File: config.mk
export PLATFORM = sky130hd
export DESIGN_NAME = mem_arbiter
export DESIGN_NICKNAME = d
export VERILOG_FILES = /design/src/rtl/mem_arbiter.sv
export SDC_FILE = /design/constraint.sdc
export NUM_CORES = 1
export LEC_CHECK = 0
export ABC_AREA = 1
export BUFFER_PORTS_ARGS = -buffer_cell sky130_fd_sc_hd__buf_2
export CAP_MARGIN = 30
export CORE_AREA = 3 3 102 104
export DETAILED_ROUTE_END_ITERATION = 16
export DIE_AREA = 0 0 105 107
export PLACE_DENSITY = 0.53
export SLEW_MARGIN = 20
export SYNTH_ARGS = -nofsm -noshare
export SYNTH_HDL_FRONTEND = slang
export SYNTH_SLANG_ARGS = --single-unit
File: constraint.sdc
create_clock -name clk -period 1.5 [get_ports clk]
set_clock_uncertainty 0.2 [all_clocks]
set_input_delay 0.3 -clock clk [delete_from_list [all_inputs] [get_ports clk]]
set_output_delay 0.3 -clock clk [all_outputs]
set_load 0.02 [all_outputs]
File: src/rtl/mem_arbiter.sv
// Single-port RAM arbiter between load/store and instruction fetch, with 1-cycle read response routing.
// Build option: MEM_ARB_FAIRNESS_EN enables the fetch starvation override (streak counter).
module mem_arbiter #(
  parameter int unsigned XLEN         = 32,
  parameter int unsigned STARVE_LIMIT = 4
) (
  input  logic            clk,
  input  logic            rst,
  input  logic            ls_req,
  input  logic            ls_we,
  input  logic [XLEN-1:0] ls_addr,
  input  logic [XLEN-1:0] ls_wdata,
  output logic            ls_gnt,
  output logic            ls_rvalid,
  output logic [XLEN-1:0] ls_rdata,
  input  logic            if_req,
  input  logic [XLEN-1:0] if_addr,
  output logic            if_gnt,
  output logic            if_rvalid,
  output logic [XLEN-1:0] if_rdata,
  output logic            mem_en,
  output logic            mem_we,
  output logic [XLEN-1:0] mem_addr,
  output logic [XLEN-1:0] mem_wdata,
  input  logic [XLEN-1:0] mem_rdata
);

  logic resp_pend_q, resp_pend_d;
  logic resp_owner_q, resp_owner_d;
  logic fetch_wins;

`ifdef MEM_ARB_FAIRNESS_EN
  localparam logic [3:0] LIMIT = 4'(STARVE_LIMIT);

  logic [3:0] streak_q, streak_d;

  assign fetch_wins = (streak_q == LIMIT);

  always_comb begin
    streak_d = streak_q;
    if (if_gnt || !if_req) begin
      streak_d = '0;
    end else if (ls_gnt) begin
      streak_d = streak_q + 4'd1;
    end
  end

  always_ff @(posedge clk or negedge rst) begin
    if (!rst) begin
      streak_q <= '0;
    end else begin
      streak_q <= streak_d;
    end
  end
`else
  assign fetch_wins = 1'b0;
`endif

  // Grants are masked by reset so nothing reaches the RAM while rst is low.
  always_comb begin
    ls_gnt = rst & ls_req & ~(if_req & fetch_wins);
    if_gnt = rst & if_req & (~ls_req | fetch_wins);
  end

  always_comb begin
    mem_en    = ls_gnt | if_gnt;
    mem_we    = ls_gnt & ls_we;
    mem_addr  = '0;
    mem_wdata = '0;
    if (ls_gnt) begin
      mem_addr  = ls_addr;
      mem_wdata = ls_wdata;
    end else if (if_gnt) begin
      mem_addr  = if_addr;
    end
  end

  always_comb begin
    resp_pend_d  = mem_en & ~mem_we;
    resp_owner_d = resp_owner_q;
    if (if_gnt) begin
      resp_owner_d = 1'b1;
    end else if (ls_gnt && !ls_we) begin
      resp_owner_d = 1'b0;
    end
  end

  always_ff @(posedge clk or negedge rst) begin
    if (!rst) begin
      resp_pend_q  <= 1'b0;
      resp_owner_q <= 1'b0;
    end else begin
      resp_pend_q  <= resp_pend_d;
      resp_owner_q <= resp_owner_d;
    end
  end

  always_comb begin
    ls_rvalid = resp_pend_q & ~resp_owner_q;
    if_rvalid = resp_pend_q &  resp_owner_q;
    ls_rdata  = ls_rvalid ? mem_rdata : '0;
    if_rdata  = if_rvalid ? mem_rdata : '0;
  end

endmodule
* Yosys cells after proc, flatten, opt, wreduce, memory -nomap -nowiden *
Cells that the tools add are included.

storage, ports and cells
  register bits after elaboration = 2
  input bits = 133
  output and inout port bits = 134
  logic and storage cells = 23

operators by class
  multiplexer cells = 7
  bitwise gates (word level) = 11
  reduce and logical (&&, ||, !) cells = 3

operators by type and width
  cell                 count
  $mux W32             5
  $and A1 B1 Y1        7
  $not A1 Y1           3
  $mux W1              2
  $reduce_bool A2 Y1   1
  $logic_and A1 B1 Y1  1
  $logic_not A1 Y1     1
  $or A1 B1 Y1         1

* Logic depth before layout (Yosys ltp) *
  depth after elaboration = 4
  depth in mapped cells = 6
  gate-level depth less buffers = 4

* Worst setup path before layout *
OpenSTA, ideal clock, no wires.

  path kind = reg2out
  start point = register resp_owner_q
  end point = output ls_rdata[10]
  data arrival time = 1.182 ns
  required time = 1.000 ns
  slack = -0.182 ns
  stages on the path, launching flop included = 5
  path buffers = 1
  path through = dfrtp_1 -> nor2_2 -> inv_2 -> buf_2 -> nor2_1

between the ends
  longest elaborated chain between the ends = 3

RTL lines
  element                   RTL line  text
  start: declaration        29        logic resp_owner_q, resp_owner_d;
  start signal: assignment  94        resp_owner_q <= resp_owner_d;
  $not A1 Y1                99        ls_rvalid = resp_pend_q & ~resp_owner_q;
  $and A1 B1 Y1             99
  named net ls_rvalid       14        output logic ls_rvalid,
  $mux W32                  101       ls_rdata = ls_rvalid ? mem_rdata : '0;
  end: declaration          15        output logic [XLEN-1:0] ls_rdata,

The timed path passes the listed nets, and every way through them passes these cells.

* Final worst setup path *
  start point = register resp_owner_q
  end point = output ls_rdata[31]

between the ends
  longest elaborated chain between the ends = 3

RTL lines
  element        RTL line
  $not A1 Y1     99
  $and A1 B1 Y1  99
  $mux W32       101

Every way passes these cells.

==> results.md <==
* CP Capture Type: primary output
* First-pass GRT wire length at 12790 um
* Vias at 2903
* Crit path arrival time at 1.26 ns
* Warnings from Yosys at 0
* Final layout net count at 709
* FP Rows at 36
* Grt ovf at 0
* Die ar. at 0.01124 mm^2
* PortBufs at 266
* DR vias/cell at 4.106
* Yosys cell types at 13
* 1st-pass router iterations at 4
* Power per cell area at 381.2 mW/mm^2
* Worst endpoint required time at 1.00 ns
* Syn_nets at 432
* Largest net degree at the start of global routing at 34
* Dpl cells at 690
* Critical path launch point type: register
* Finished Layout Cells at 707
* Layout cells sized above 1 at 63.59%
* Final WL at 9218 um
* Die Y at 107 um
* CTS tree: done
* Sequential cell area fraction in the yosys report at 3.824%
* Synthesized instance count at 299
* Worst slew pin tran at 0.1605 ns
* All-Layer GR Usage at 13.42%
* CTS H-Tree Depth at 1
* Clk buf depth at 2
* Count of final hold-check violations at 0
* Clk sinks at 2
* Crit path max fanout at 10
* Cell area after synthesis at 0.001309 mm^2
* Hold Path Class: input port to register
* Initial antenna violation count at 0
* Detailed-route wire length per cell at 13.04 um
* Final HPWL DP at 6374 um
* Total CTS buffers at 3
* Area delta synth->final at 205.8%
* Vias in the first global route at 2794
* Clk pin slew, worst setup/hold paths at 0.03 ns
* Setup ws final at -0.2586 ns
* Synth Area in XOR/XNOR at 0%
* DRC viols at 0
* Initial DRC count at 165
* Die width at 105 um
* Period utilization at 117.2%
* Avg Inst Size Synth at 4.377 um^2
* Initial Util at 13.58%
* Fmax at 568.6 MHz
* Clock Root Buffer: clkbuf_8
* Synth Area in Compound Gates at 0%
* Adder-cell share of the synthesized area at 0%
* Post-synthesis mux area share at 0%
* Maxcap violations at 0
* Worst reg2reg setup slack at 0.41 ns
* Fin. max-slew vios at 0
* Simple-Gate Fraction of Synth Area at 65.20%
* Core Region at 0.009639 mm^2
* I/O Pins at 267
* Routability Congestion at 0.7655
* Min Tclk post-route at 1.759 ns
* Fin Setup TNS at -12.95 ns
* Clock Latency Late Sink at 0.21 ns
* Post-synthesis register bit count at 2
* Status: complete, but fails checks
* P_leak at 2.490 nW
* Largest family of logic cells by synthesized area: simple AND/OR/NAND/NOR gates
* RSZ-0062 raised after global routing: yes
* Finish-stage setup viols at 71
* Max_slew headroom at 89.30%
* Max VDD drop at 209.1 uV
* Failing checks: negative setup slack
* Post-route ant nets at 0
* # diodes at 0
* Critical path type: register to primary output
## cells in the final DEF, fill, tap and decap left out, drive strengths merged
| master | count |
|---|---|
| dlygate4sd3 | 1 |
| clkinv | 1 |
| nor2 | 99 |
| clkbuf | 5 |
| nand4 | 32 |
| nand3 | 1 |
| nand2 | 71 |
| buf | 288 |
| dfrtp | 2 |
| inv | 74 |
## per-layer routing
metal,global-route usage (%),share of wire [%],vias to the layer above
met5,0,0,-
met4,2.624,2.1,0
met3,2.649,8.6,14
met2,28.32,55,172
met1,13.33,35,1286
li1,-,-,1431
## cell usage after synthesis (all sizes together)
cell | n | area [um^2]
nand3 | 1 | 5.000
buf | 23 | 136.4
dfrtp | 2 | 50.05
nor2 | 99 | 374.1
inv | 71 | 269.0
nand2 | 71 | 274.0
nand4 | 32 | 200.2
## timing repair
| action | 4_1_cts | 5_1_grt |
|---|---|---|
| buffers inserted | 4 | 0 |
| pin swaps | 1 | 16 |
| gates resized for setup | 135 | 79 |
| cloned | 4 | 5 |
| setup endpoints to repair | 104 | 98 |
| hold buffers | 1 | 0 |
| hold endpoints to repair | 2 | 0 |
## logic make-up (layout without fill, tap and decap cells)
group	count (synthesis)	after routing
and+or+nand+nor	203	203
buffers and inverters	94	369
DFF	2	2
## critical path, cell delays in order, from the launching register on
cell and delay [ns]:
dfrtp_1 0.41, nor2_4 0.16, inv_4 0.08, buf_12 0.16, nor2_2 0.09, buf_4 0.14
## layout make-up
class	instances	area, um^2
clock buffer	3	41.29
fill	992	5637
inverter	71	302.8
multi-input combinational	203	1197
sequential	2	50.05
tap	133	166.4
timing repair buffer	291	2191
timing repair inverter	4	53.80
## state kept, by name (all words and copies together) (netlist names)
| signal | count |
|---|---|
| resp_owner_q | 1 |
| resp_pend_q | 1 |
## stage by stage
step | power, mW | worst slack, ns | instance area (um^2) | util [%] | hold WS [ns]
floorplan | 0.6123 | -0.01062 | 1546 | - | -0.1956
global placement | 1.020 | -0.1143 | 3088 | 32.04 | 0.2914
detailed placement | 1.026 | -0.1231 | 3088 | 32.04 | 0.2970
CTS | 1.425 | -0.2471 | 3660 | 37.97 | 0.2478
global route | 1.629 | -0.3113 | 4003 | 41.52 | 0.2912
finish | 1.526 | -0.2586 | 4003 | 41.52 | 0.2406
## report_power, final
part           internal, mW  switching, mW
registers            0.0605        0.00696
logic                 0.568          0.681
clock network         0.169         0.0399
## final timing paths
kind / start / to / cells after the start
min in group asynchronous: rst / resp_pend_q$_DFF_PN0_ / 4
worst min-delay path: ls_we / resp_pend_q$_DFF_PN0_ / 4
worst max register to register: resp_owner_q$_DFFE_PN0P_ / resp_owner_q$_DFFE_PN0P_ / 4
worst max-delay path: resp_owner_q$_DFFE_PN0P_ / ls_rdata[31] / 5
worst min register to register: resp_owner_q$_DFFE_PN0P_ / resp_owner_q$_DFFE_PN0P_ / 4
max in group asynchronous: rst / resp_owner_q$_DFFE_PN0P_ / 4
(Power assumes the default switching activity.)
